### config.mk
export PLATFORM = sky130hd
export DESIGN_NAME = load_store_unit
export DESIGN_NICKNAME = d
export VERILOG_FILES = /design/src/rtl/load_store_unit.sv
export SDC_FILE = /design/constraint.sdc
export NUM_CORES = 1
export LEC_CHECK = 0
export ABC_AREA = 0
export CORE_UTILIZATION = 60
export CTS_BUF_LIST = sky130_fd_sc_hd__clkbuf_2 sky130_fd_sc_hd__clkbuf_4 sky130_fd_sc_hd__clkbuf_8
export CTS_CLUSTER_DIAMETER = 100
export CTS_CLUSTER_SIZE = 40
export DETAILED_ROUTE_END_ITERATION = 12
export DONT_BUFFER_PORTS = 1
export HOLD_SLACK_MARGIN = 0.02
export PLACE_DENSITY_LB_ADDON = 0.3
export REMOVE_ABC_BUFFERS = 1
export SLEW_MARGIN = 20
export SYNTH_ARGS = -nofsm -noshare
export SYNTH_HDL_FRONTEND = slang
export SYNTH_SLANG_ARGS = --single-unit
### constraint.sdc
create_clock -name clk -period 2.3 [get_ports clk]
set_input_delay 0.46 -clock clk [delete_from_list [all_inputs] [get_ports clk]]
set_output_delay 0.46 -clock clk [all_outputs]
set_load 0.01 [all_outputs]
### src/rtl/load_store_unit.sv
`default_nettype none
// =============================================================================
// load_store_unit : data-memory initiator for B/H/W loads and stores.
// Optional feature macro: MISALIGNED_SPLIT_EN (split misaligned accesses).
// Revision: 1.0
// =============================================================================
module load_store_unit #(
  parameter int ADDRESS_WIDTH = 9,
  parameter int MEM_LATENCY   = 1
) (
  input  logic                     clk,
  input  logic                     rst_n,
  input  logic                     req_valid_i,
  output logic                     req_ready_o,
  input  logic                     req_we_i,
  input  logic [2:0]               req_funct3_i,
  input  logic [ADDRESS_WIDTH-1:0] req_addr_i,
  input  logic [31:0]              req_wdata_i,
  output logic [ADDRESS_WIDTH-1:0] mem_addr_o,
  output logic                     mem_re_o,
  output logic                     mem_we_o,
  output logic [3:0]               mem_be_o,
  output logic [31:0]              mem_wdata_o,
  input  logic [31:0]              mem_rdata_i,
  output logic                     rsp_valid_o,
  output logic [31:0]              rsp_rdata_o,
  output logic                     rsp_err_o
);
  localparam int CNT_W = (MEM_LATENCY > 1) ? $clog2(MEM_LATENCY) : 1;
  localparam logic [CNT_W-1:0] CNT_INIT = CNT_W'(MEM_LATENCY - 1);

  typedef enum logic [2:0] {IDLE, ISSUE0, WAIT0, ISSUE1, WAIT1, RESP} state_e;

  state_e                   state_q, state_d;
  logic [CNT_W-1:0]         cnt_q, cnt_d;
  logic                     we_q, we_d;
  logic [2:0]               f3_q, f3_d;
  logic [ADDRESS_WIDTH-1:0] addr_q, addr_d;
  logic [31:0]              wdata_q, wdata_d;
  logic                     err_q, err_d;
  logic                     split_q, split_d;
  logic [31:0]              data0_q, data0_d;
  logic [31:0]              result_q, result_d;

  logic                     req_illegal, req_misal, req_misal_err, req_split;
  logic [1:0]               off;
  logic [3:0]               size_mask;
  logic [31:0]              lanes;
  logic [7:0]               be64;
  logic [63:0]              wd64;
  logic [ADDRESS_WIDTH-1:0] word0, word1;

  function automatic logic [31:0] fmt(input logic [2:0] f3, input logic [63:0] win,
                                      input logic [1:0] sh);
    logic [31:0] w;
    w = 32'(win >> {sh, 3'b000});
    case (f3)
      3'b000:  fmt = {{24{w[7]}}, w[7:0]};
      3'b001:  fmt = {{16{w[15]}}, w[15:0]};
      3'b100:  fmt = {24'b0, w[7:0]};
      3'b101:  fmt = {16'b0, w[15:0]};
      default: fmt = w;
    endcase
  endfunction

  always_comb begin
    case (req_funct3_i)
      3'b000, 3'b001, 3'b010: req_illegal = 1'b0;
      3'b100, 3'b101:         req_illegal = req_we_i;
      default:                req_illegal = 1'b1;
    endcase
  end

  assign req_misal = ((req_funct3_i[1:0] == 2'b01) && req_addr_i[0]) ||
                     ((req_funct3_i[1:0] == 2'b10) && (req_addr_i[1:0] != 2'b00));

`ifdef MISALIGNED_SPLIT_EN
  assign req_misal_err = 1'b0;
  assign req_split     = req_misal & ~req_illegal;
`else
  assign req_misal_err = req_misal;
  assign req_split     = 1'b0;
`endif

  assign off = addr_q[1:0];

  always_comb begin
    case (f3_q[1:0])
      2'b00:   begin size_mask = 4'b0001; lanes = {4{wdata_q[7:0]}};  end
      2'b01:   begin size_mask = 4'b0011; lanes = {2{wdata_q[15:0]}}; end
      default: begin size_mask = 4'b1111; lanes = wdata_q;            end
    endcase
  end

  // Split stores view the two words as one 64-bit window starting at word0.
  assign be64  = {4'b0000, size_mask} << off;
  assign wd64  = {32'b0, lanes} << {off, 3'b000};
  assign word0 = {addr_q[ADDRESS_WIDTH-1:2], 2'b00};
  assign word1 = word0 + ADDRESS_WIDTH'(4);

  always_comb begin
    state_d  = state_q;
    cnt_d    = cnt_q;
    we_d     = we_q;
    f3_d     = f3_q;
    addr_d   = addr_q;
    wdata_d  = wdata_q;
    err_d    = err_q;
    split_d  = split_q;
    data0_d  = data0_q;
    result_d = result_q;

    req_ready_o = 1'b0;
    mem_addr_o  = '0;
    mem_re_o    = 1'b0;
    mem_we_o    = 1'b0;
    mem_be_o    = '0;
    mem_wdata_o = '0;
    rsp_valid_o = 1'b0;
    rsp_rdata_o = '0;
    rsp_err_o   = 1'b0;

    case (state_q)
      IDLE: begin
        req_ready_o = 1'b1;
        if (req_valid_i) begin
          we_d     = req_we_i;
          f3_d     = req_funct3_i;
          addr_d   = req_addr_i;
          wdata_d  = req_wdata_i;
          err_d    = req_illegal | req_misal_err;
          split_d  = req_split;
          result_d = '0;
          state_d  = (req_illegal | req_misal_err) ? RESP : ISSUE0;
        end
      end
      ISSUE0: begin
        mem_addr_o = word0;
        if (we_q) begin
          mem_we_o    = 1'b1;
          mem_be_o    = be64[3:0];
          mem_wdata_o = split_q ? wd64[31:0] : lanes;
          state_d     = split_q ? ISSUE1 : RESP;
        end else begin
          mem_re_o = 1'b1;
          cnt_d    = CNT_INIT;
          state_d  = WAIT0;
        end
      end
      WAIT0: begin
        if (cnt_q == '0) begin
          if (split_q) begin
            data0_d = mem_rdata_i;
            state_d = ISSUE1;
          end else begin
            result_d = fmt(f3_q, {32'b0, mem_rdata_i}, off);
            state_d  = RESP;
          end
        end else begin
          cnt_d = cnt_q - 1'b1;
        end
      end
      ISSUE1: begin
        mem_addr_o = word1;
        if (we_q) begin
          mem_we_o    = 1'b1;
          mem_be_o    = be64[7:4];
          mem_wdata_o = wd64[63:32];
          state_d     = RESP;
        end else begin
          mem_re_o = 1'b1;
          cnt_d    = CNT_INIT;
          state_d  = WAIT1;
        end
      end
      WAIT1: begin
        if (cnt_q == '0) begin
          result_d = fmt(f3_q, {mem_rdata_i, data0_q}, off);
          state_d  = RESP;
        end else begin
          cnt_d = cnt_q - 1'b1;
        end
      end
      RESP: begin
        rsp_valid_o = 1'b1;
        rsp_rdata_o = result_q;
        rsp_err_o   = err_q;
        state_d     = IDLE;
      end
      default: state_d = IDLE;
    endcase
  end

  always_ff @(posedge clk or negedge rst_n) begin
    if (!rst_n) begin
      state_q  <= IDLE;
      cnt_q    <= '0;
      we_q     <= 1'b0;
      f3_q     <= '0;
      addr_q   <= '0;
      wdata_q  <= '0;
      err_q    <= 1'b0;
      split_q  <= 1'b0;
      data0_q  <= '0;
      result_q <= '0;
    end else begin
      state_q  <= state_d;
      cnt_q    <= cnt_d;
      we_q     <= we_d;
      f3_q     <= f3_d;
      addr_q   <= addr_d;
      wdata_q  <= wdata_d;
      err_q    <= err_d;
      split_q  <= split_d;
      data0_q  <= data0_d;
      result_q <= result_d;
    end
  end

endmodule
`default_nettype wire

After elaboration in Yosys (flattened, before gate mapping)
Index checks and enable logic that the tools add are counted.
Widths: inputs -> output; s select.
Storage, ports and cells
  input port bits: 80
  bits in registers: 82
  word-level logic and storage cells: 85
  output and inout bits: 82
Operators by class
  reduce and logical (&&, ||, !) cells: 18
  equal/unequal tests: 19
  bitwise logic cells: 1
  muxes and demuxes: 33
  shift-type cells: 4
  $add $sub $neg: 2
Operators by type and width (number)
  $pmux 32 s4: 2
  $mux 32: 6
  $pmux 32 s2: 2
  $pmux 32 s3: 1
  $shl 32x5->64: 1
  $shr 64x5->32: 1
  $shr 32x5->32: 1
  $eq 3x3->1 const B: 6
  $pmux 9 s2: 1
  $pmux 4 s2: 2
  $mux 3: 4
  $pmux 3 s4: 1
  $mux 1: 10
  $add 9x3->9 const B: 1
  $eq 3x1->1 const B: 3
  $eq 3x2->1 const B: 3
  $logic_not 3->1: 3
  $mux 4: 2
  $ne 2x2->1 const B: 4
  $shl 4x2->8: 1
  $reduce_or 2->1: 3
  $eq 2x1->1 const B: 2
  $pmux 1 s2: 2
  $reduce_and 2->1: 2
  other kinds (11): 13

Logic depth before layout (Yosys ltp)
Gate-level depths: netlist (run 1).
  depth after elaboration: 7
  mapped depth: 8
  gate-level depth less buffers: 4

Least setup slack after synthesis (run 1)
Ideal clock, no wire load.
  kind: flip-flop to output port
  start point: register state_q[2]
  end point: output mem_wdata_o[18]
  arrival time: 1.510 ns
  stages on the path, launching flop included: 6
  required time: 1.840 ns
  buffers on the path: 1
  path slack: 0.330 ns
  cell sequence: dfrtp_1 -> buf_6 -> nand3b_4 -> nor3_4 -> nand2_1 -> o21ai_0
Between the ends
  cells in the longest elaborated chain, start to end: 2
  elaborated cells on any way between the ends: 3
  those cells by class: 2 x eq/ne; 1 x mux
RTL lines
  start, declared: RTL line 34  | state_e state_q, state_d;
  start signal, assigned: RTL line 207  | state_q <= state_d;
  $eq 3x2->1 or $eq 3x1->1 (tied branches): RTL line 123  | case (state_q)
  $pmux 32 s2 (*): RTL line 123
  end, declared: RTL line 23  | output logic [31:0] mem_wdata_o,
Mark *: on every way between the ends. The rest lies on a longest branch, timed or not.

Worst setup path after layout (run 1)
  start point: register f3_q[0]
  end point: output mem_wdata_o[4]
Between the ends
  cells in the longest elaborated chain, start to end: 5
  elaborated cells on any way between the ends: 6
  those cells by class: 1 x eq/ne; 1 x shift; 3 x mux; 1 x reduce/logical
RTL lines
  start, declared: RTL line 37  | logic [2:0] f3_q, f3_d;
  start signal, assigned: RTL line 199  | f3_q <= '0;
  start signal, assigned: RTL line 210  | f3_q <= f3_d;
  $eq 2x1->1 or $logic_not 2->1 (tied branches): RTL line 88  | case (f3_q[1:0])
  $pmux 32 s2 (*): RTL line 88
  $shl 32x5->64 (*): RTL line 97  | assign wd64 = {32'b0, lanes} << {off, 3'b000};
  $mux 32 (*): RTL line 165  | if (we_q) begin
  $pmux 32 s2 (*): RTL line 123
Marked as above.

==> flow_summary_export.csv, run 1 <==
group,metric,value,unit
outcome,status,"finished, violations left",
outcome,violations,"hold timing, setup timing",
power_and_ir_drop,internal_power,5800,µW
detailed_routing,routed_wl,16800,µm
final_layout,nets,673,
worst_setup_path,crit_path_max_incr_delay,470,ps
sta,min_period_over_period,102,%
cts,htree_num_levels,3,
sta,max_freq,0.425,GHz
global_route,grt_start_max_net_pins,82,
synth,synth_seq_cells,81,
global_route,grt_pass1_wl,25800,µm
sta,setup_violations,7,
worst_setup_path,startpoint_type,"flip-flop",
worst_setup_path,crit_arrival,1890,ps
sta,fin_ws,-54.8,ps
sta,hold_viol,81,
detailed_routing,first_pass_iters,5,
synth,ys_top_cells_by_count,"82 x mux2_2, 81 x dfrtp_1, 52 x nand2_1",
synth,syn_avg_cell_area,9.84,µm²
synth,yosysSeqAreaShare,35.5,%
synth,synth_area_leaders,"dfrtp_1 36%, mux2_2 16%, mux2i_1 8.1%",
power_and_ir_drop,seqPwrFrac,26.2,%
worst_setup_path,cp_max_fo,5,
synth,synth_edf_count,0,
power_and_ir_drop,cellPowerDensity,1600,nW/µm²
detailed_routing,first_iter_violations,326,
global_route,gr-total-overflow,0,
sta,holdWs,-217,ps
synth,synth_area,5710,µm²
power_and_ir_drop,swShare,45.0,%
power_and_ir_drop,p_total,10500,µW
synth,yosys.area.top_type_share,35.5,%
power_and_ir_drop,p_sw,4750,µW
power_and_ir_drop,power_frac_comb,62.2,%
floorplanning,io_pins,162,
synth,synth-main-ff-cell,"dfrtp_1",
min_path,min_path_type,"input pin to asynchronous set/reset pin",
synth,yosysMostFrequentCell,"mux2_2",
sta,slew_headroom,23.3,%
detailed_routing,viasPerCell,6.83,
sta,period_minus_slack,2350,ps
detailed_routing,wl_per_cell,23.1,µm
detailed_routing,drc,0,
power_and_ir_drop,p_clk_share,11.6,%
cts,cts-buffers-inserted,9,
run,maxCapViolCount,0,
floorplanning,core-area,9240,µm²
cts,clock_latency,360,ps
floorplanning,die-area,9900,µm²
synth,yosysWarnings,0,
cts,cts_tree,"built",
cts,clkSinkCount,81,
floorplanning,dieWidth,99.5,µm
detailed_routing,vias,4961,
synth,synthCells,580,
place,hpwlAfterDp,11000,µm
worst_setup_path,end_kind,"output pin",
detailed_routing,ant_nets,0,
worst_setup_path,cp_data_required_time,1840,ps
cts,clk_path_buf_depth,2,
final_layout,antenna_cells,0,
place,pre_cts_ws,108,ps
synth,synth_cell_types,60,
place,place_congestion,0.877,
sta,final.setup.tns,-196,ps
place,io_buffers,0,
worst_setup_path,path_class,"flip-flop to output pin",
sta,fin_skew,8.78,ps
synth,synth_top_cell_by_area,"dfrtp_1",
floorplanning,rows,35,
worst_setup_path,cp_slowest_cell,"dfrtp_2",
final_layout,area_growth,15.3,%
final_layout,drive_gt1_share,35.8,%
sta,grt_setup_unrepaired,"true",
power_and_ir_drop,p_leak,0.00277,µW
cts,cts_root_buf,"clkbuf_8",
synth,async_flop_share,100,%
sta,max_slew.worst_pin.slew,1140,ps
worst_setup_path,path_cells,"buf_6 > nor2_4 > buf_6 > mux2i_4 > mux2_4 > o221ai_2 > buf_4",
power_and_ir_drop,ir_drop,0.840,mV
floorplanning,die_h,99.5,µm
global_route,antenna_found_initial,0,
worst_setup_path,crit_top_cell,"buf_6",
global_route,grt_pass1_vias,4914,
floorplanning,initial_core_util,61.7,%
cts,cts.clk_slew.worst_paths,90,ps
global_route,grt_usage,33.5,%
sta,maxSlewViolCount,0,
cell usage in the layout (no fill, tap or decap), drive strengths merged, types with 14 or more instances in the layout:
cell type	n
mux2i	46
mux2	82
a221o	14
o221ai	19
dfrtp	81
buf	53
a21oi	27
nor2	34
nand2	52
o21ai	38
and3	34
state kept, by name (all words and copies together), names as in the netlist:
| name | cells |
|---|---|
| err_q | 1 |
| wdata_q | 32 |
| result_q | 32 |
| state_q | 3 |
| f3_q | 3 |
| we_q | 1 |
| addr_q | 9 |
kinds of logic after synthesis:
group / share of synthesized area [%]
simple gates: 14.8
compound gates: 18.6
mux: 24.6
flops: 35.5
buf+inv: 5.42
xor+xnor: 0.768
fa+ha+maj: 0.219
other cells: 0.0657
metrics by stage:
stage / std cells / util (%) / area, µm² / hold WS [ps]
CTS: 717 / 69.1 / 6380 / -221
global route: 726 / 71.2 / 6580 / -235
global placement: 697 / 64.1 / 5920 / 167
finish: 726 / 71.2 / 6580 / -217
floorplan: 528 / - / 5430 / 164
detailed placement: 697 / 64.1 / 5920 / 167
layout make-up:
cell class                 count  area [µm²]
clock inverter                 4        76.3
tap                          129         161
fill                         659        2660
inverter                       8        32.5
clock buffer                  12         153
timing repair buffer          53         457
multi-input combinational    439        3660
sequential                    81        2040
worst max-delay path: cells and delay by family (launching register included):
kind	cells	cell delay (ps)
and+or+nand+nor	1	100
AOI/OAI and AO/OA	1	90
muxes	2	430
buffers and inverters	3	450
DFF	1	470
layer usage:
layer	track usage, %	wire length [µm]	vias up
li1	-	-	2207
met1	39.8	6450	2417
met2	56.1	8110	285
met3	9.63	1680	52
met4	16.0	528	0
met5	0	0	-
timing repair:
action,CTS,global route
hold endpoints to repair,81,81
cloned,0,0
gates resized for setup,45,30
buffers inserted,4,9
setup endpoints to repair,52,22
pin swaps,0,2
power groups by stage:
stage	clock, µW	combinational (µW)	sequential, µW
2_1_floorplan	0	3660	2910
3_3_place_gp	0	5250	2690
3_5_place_dp	0	5430	2730
4_1_cts	1230	5960	2750
5_1_grt	1290	7010	2830
6_report	1220	6560	2760
path summary, 6_finish.rpt:
path | from | depth (start not counted) | slack [ps] | endpoint
worst max-delay path | f3_q[0] | 7 | -50 | mem_wdata_o[4]
worst min-delay path | rst_n | 0 | -220 | result_q[4]
worst max register to register | addr_q[0] | 4 | 200 | result_q[9]
worst min register to register | result_q[0] | 2 | 480 | result_q[0]
max in group asynchronous | rst_n | 0 | 2310 | we_q
min in group clk | req_we_i | 2 | 220 | we_q
(Power assumes the default switching activity.)
==> run 2: changes to the inputs <==
Settings changed: PLACE_DENSITY from default to 0.85, PLACE_DENSITY_LB_ADDON 0.3 to default, SKIP_CTS_REPAIR_TIMING from default to 1.
==> run 2 against run 1 <==
The run still ends with hold timing, setup timing left. Die area unchanged. Hold slack worse by 4.6 ps. Sequential power up 5%. Global-route usage down 0.086 points.
==> flow_summary_export.csv, run 2 (synthesized netlist as in run 1, its figures left out) <==
group,metric,value,unit
power_and_ir_drop,p_leak,0.00283,µW
final_layout,fillers,598,
detailed_routing,viasPerCell,7.05,
global_route,grt_use_met3,8.01,%
detailed_routing,first_iter_violations,462,
outcome,violations,"hold timing, setup timing",
worst_setup_path,path_class,"flip-flop to output pin",
worst_setup_path,crit_path_max_incr_delay,490,ps
global_route,grt_usage,33.4,%
floorplanning,core-area,9240,µm²
place,dpl_cell_area,5930,µm²
worst_setup_path,cp_slowest_cell,"dfrtp_2",
sta,period_minus_slack,2520,ps
global_route,grt_pass1_wl,25700,µm
final_layout,top_regs,"result_q x32, wdata_q x32, addr_q x9",
floorplanning,rows,35,
cts,cts_root_buf,"clkbuf_8",
worst_setup_path,crit_arrival,2060,ps
cts,clkSinkCount,81,
sta,hold_viol,81,
final_layout,final_cell_area,6810,µm²
worst_setup_path,cp_data_required_time,1840,ps
sta,fin_skew,14.7,ps
worst_setup_path,cp_max_fo,7,
final_layout,layout_commonest_cell,"mux2_2",
cts,clock_latency,370,ps
sta,min_period_over_period,109,%
floorplanning,initial_core_util,61.7,%
worst_setup_path,end_kind,"output pin",
sta,holdWs,-221,ps
power_and_ir_drop,cellPowerDensity,1630,nW/µm²
global_route,antenna_found_initial,0,
place,dp.cells,696,
global_route,use_met2,57.0,%
worst_setup_path,startpoint_type,"flip-flop",
final_layout,drive_gt1_share,40.0,%
worst_setup_path,path_cells,"buf_6 > nor2_4 > buf_8 > mux2i_1 > mux2_4 > o221ai_4",
worst_setup_path,cp.buffers_inverters,2,
sta,grt_setup_unrepaired,"true",
sta,max_freq,0.398,GHz
place,hpwlAfterDp,11400,µm
place,io_buffers,0,
worst_setup_path,critPathTopFamily,"multiplexers",
floorplanning,die-area,9900,µm²
sta,setup_violations,16,
global_route,met1_usage,40.6,%
min_path,min_path_type,"input pin to asynchronous set/reset pin",
global_route,grt_start_max_net_pins,82,
outcome,status,"finished, violations left",
cts,cts.clk_slew.worst_paths,90,ps
detailed_routing,vias,5234,
detailed_routing,drc,0,
detailed_routing,wl_per_cell,25.2,µm
run,maxCapViolCount,0,
final_layout,nets,690,
global_route,grt_busiest_layer,"met2",
cts,clk_path_buf_depth,2,
place,place_congestion,0.908,
final_layout,layout_common_cells,"75 x mux2_2, 74 x dfrtp_1, 54 x buf_4",
detailed_routing,routed_wl,18700,µm
floorplanning,io_pins,162,
global_route,gr-total-overflow,0,
global_route,grt_pass1_vias,4857,
sta,maxSlewViolCount,0,
final_layout,area_growth,19.3,%
sta,max_slew.worst_pin.slew,1100,ps
floorplanning,dieWidth,99.5,µm
cts,cts-buffers-inserted,9,
sta,slew_headroom,26.4,%
power_and_ir_drop,ir_drop,0.999,mV
cts,cts_tree,"built",
detailed_routing,ant_nets,0,
final_layout,stdcell_count,742,
detailed_routing,first_pass_iters,5,
final_layout,antenna_cells,0,
floorplanning,die_h,99.5,µm
cts,htree_num_levels,3,
sta,fin_ws,-216,ps
run 2: where the power goes:
part	leakage (µW)	total (µW)	switching (µW)	internal, µW
clock	0.0000771	984	556	428
combinational	0.00176	7220	3850	3370
sequential	0.000993	2910	797	2110
total	0.00283	11100	5200	5910
run 2: final cells by class:
type                    count  area, µm²  share of cell area [%]
clock buffers              11        145                    2.13
clock inverters             4       30.0                   0.441
inverters                   8       37.5                   0.552
multi-input cells         439       3750                    55.0
flip-flops and latches     81       2040                    30.0
well taps                 129        161                    2.37
repair buffers             70        647                    9.51
run 2: worst paths after layout:
path | start | endpoint | slack, ps | cells after the start
max in group asynchronous | rst_n | addr_q[0] | 2340 | 0
worst max register to register | f3_q[0] | result_q[27] | 170 | 6
worst min-delay path | rst_n | result_q[26] | -220 | 0
min in group clk | mem_rdata_i[30] | result_q[30] | 220 | 2
worst max-delay path | f3_q[0] | mem_wdata_o[5] | -220 | 6
worst min register to register | result_q[6] | result_q[6] | 480 | 2
run 2: layer usage:
metal / wire [µm] / vias up
met5: 0 / -
met4: 889 / 0
met3: 1930 / 76
met2: 9320 / 391
met1: 6560 / 2532
li1: - / 2235
run 2: per-stage QoR:
stage / worst slack [ps] / TNS, ps / power, µW / utilization [%]
final: -216 / -1110 / 11100 / 73.6
after global routing: -258 / -2240 / 11600 / 73.6
after CTS: -314 / -6140 / 9210 / 66.1
after detailed placement: 95.6 / 0 / 8230 / 64.2
after global placement: 208 / 0 / 7940 / 64.2
after floorplan: -926 / -54300 / 6570 / -
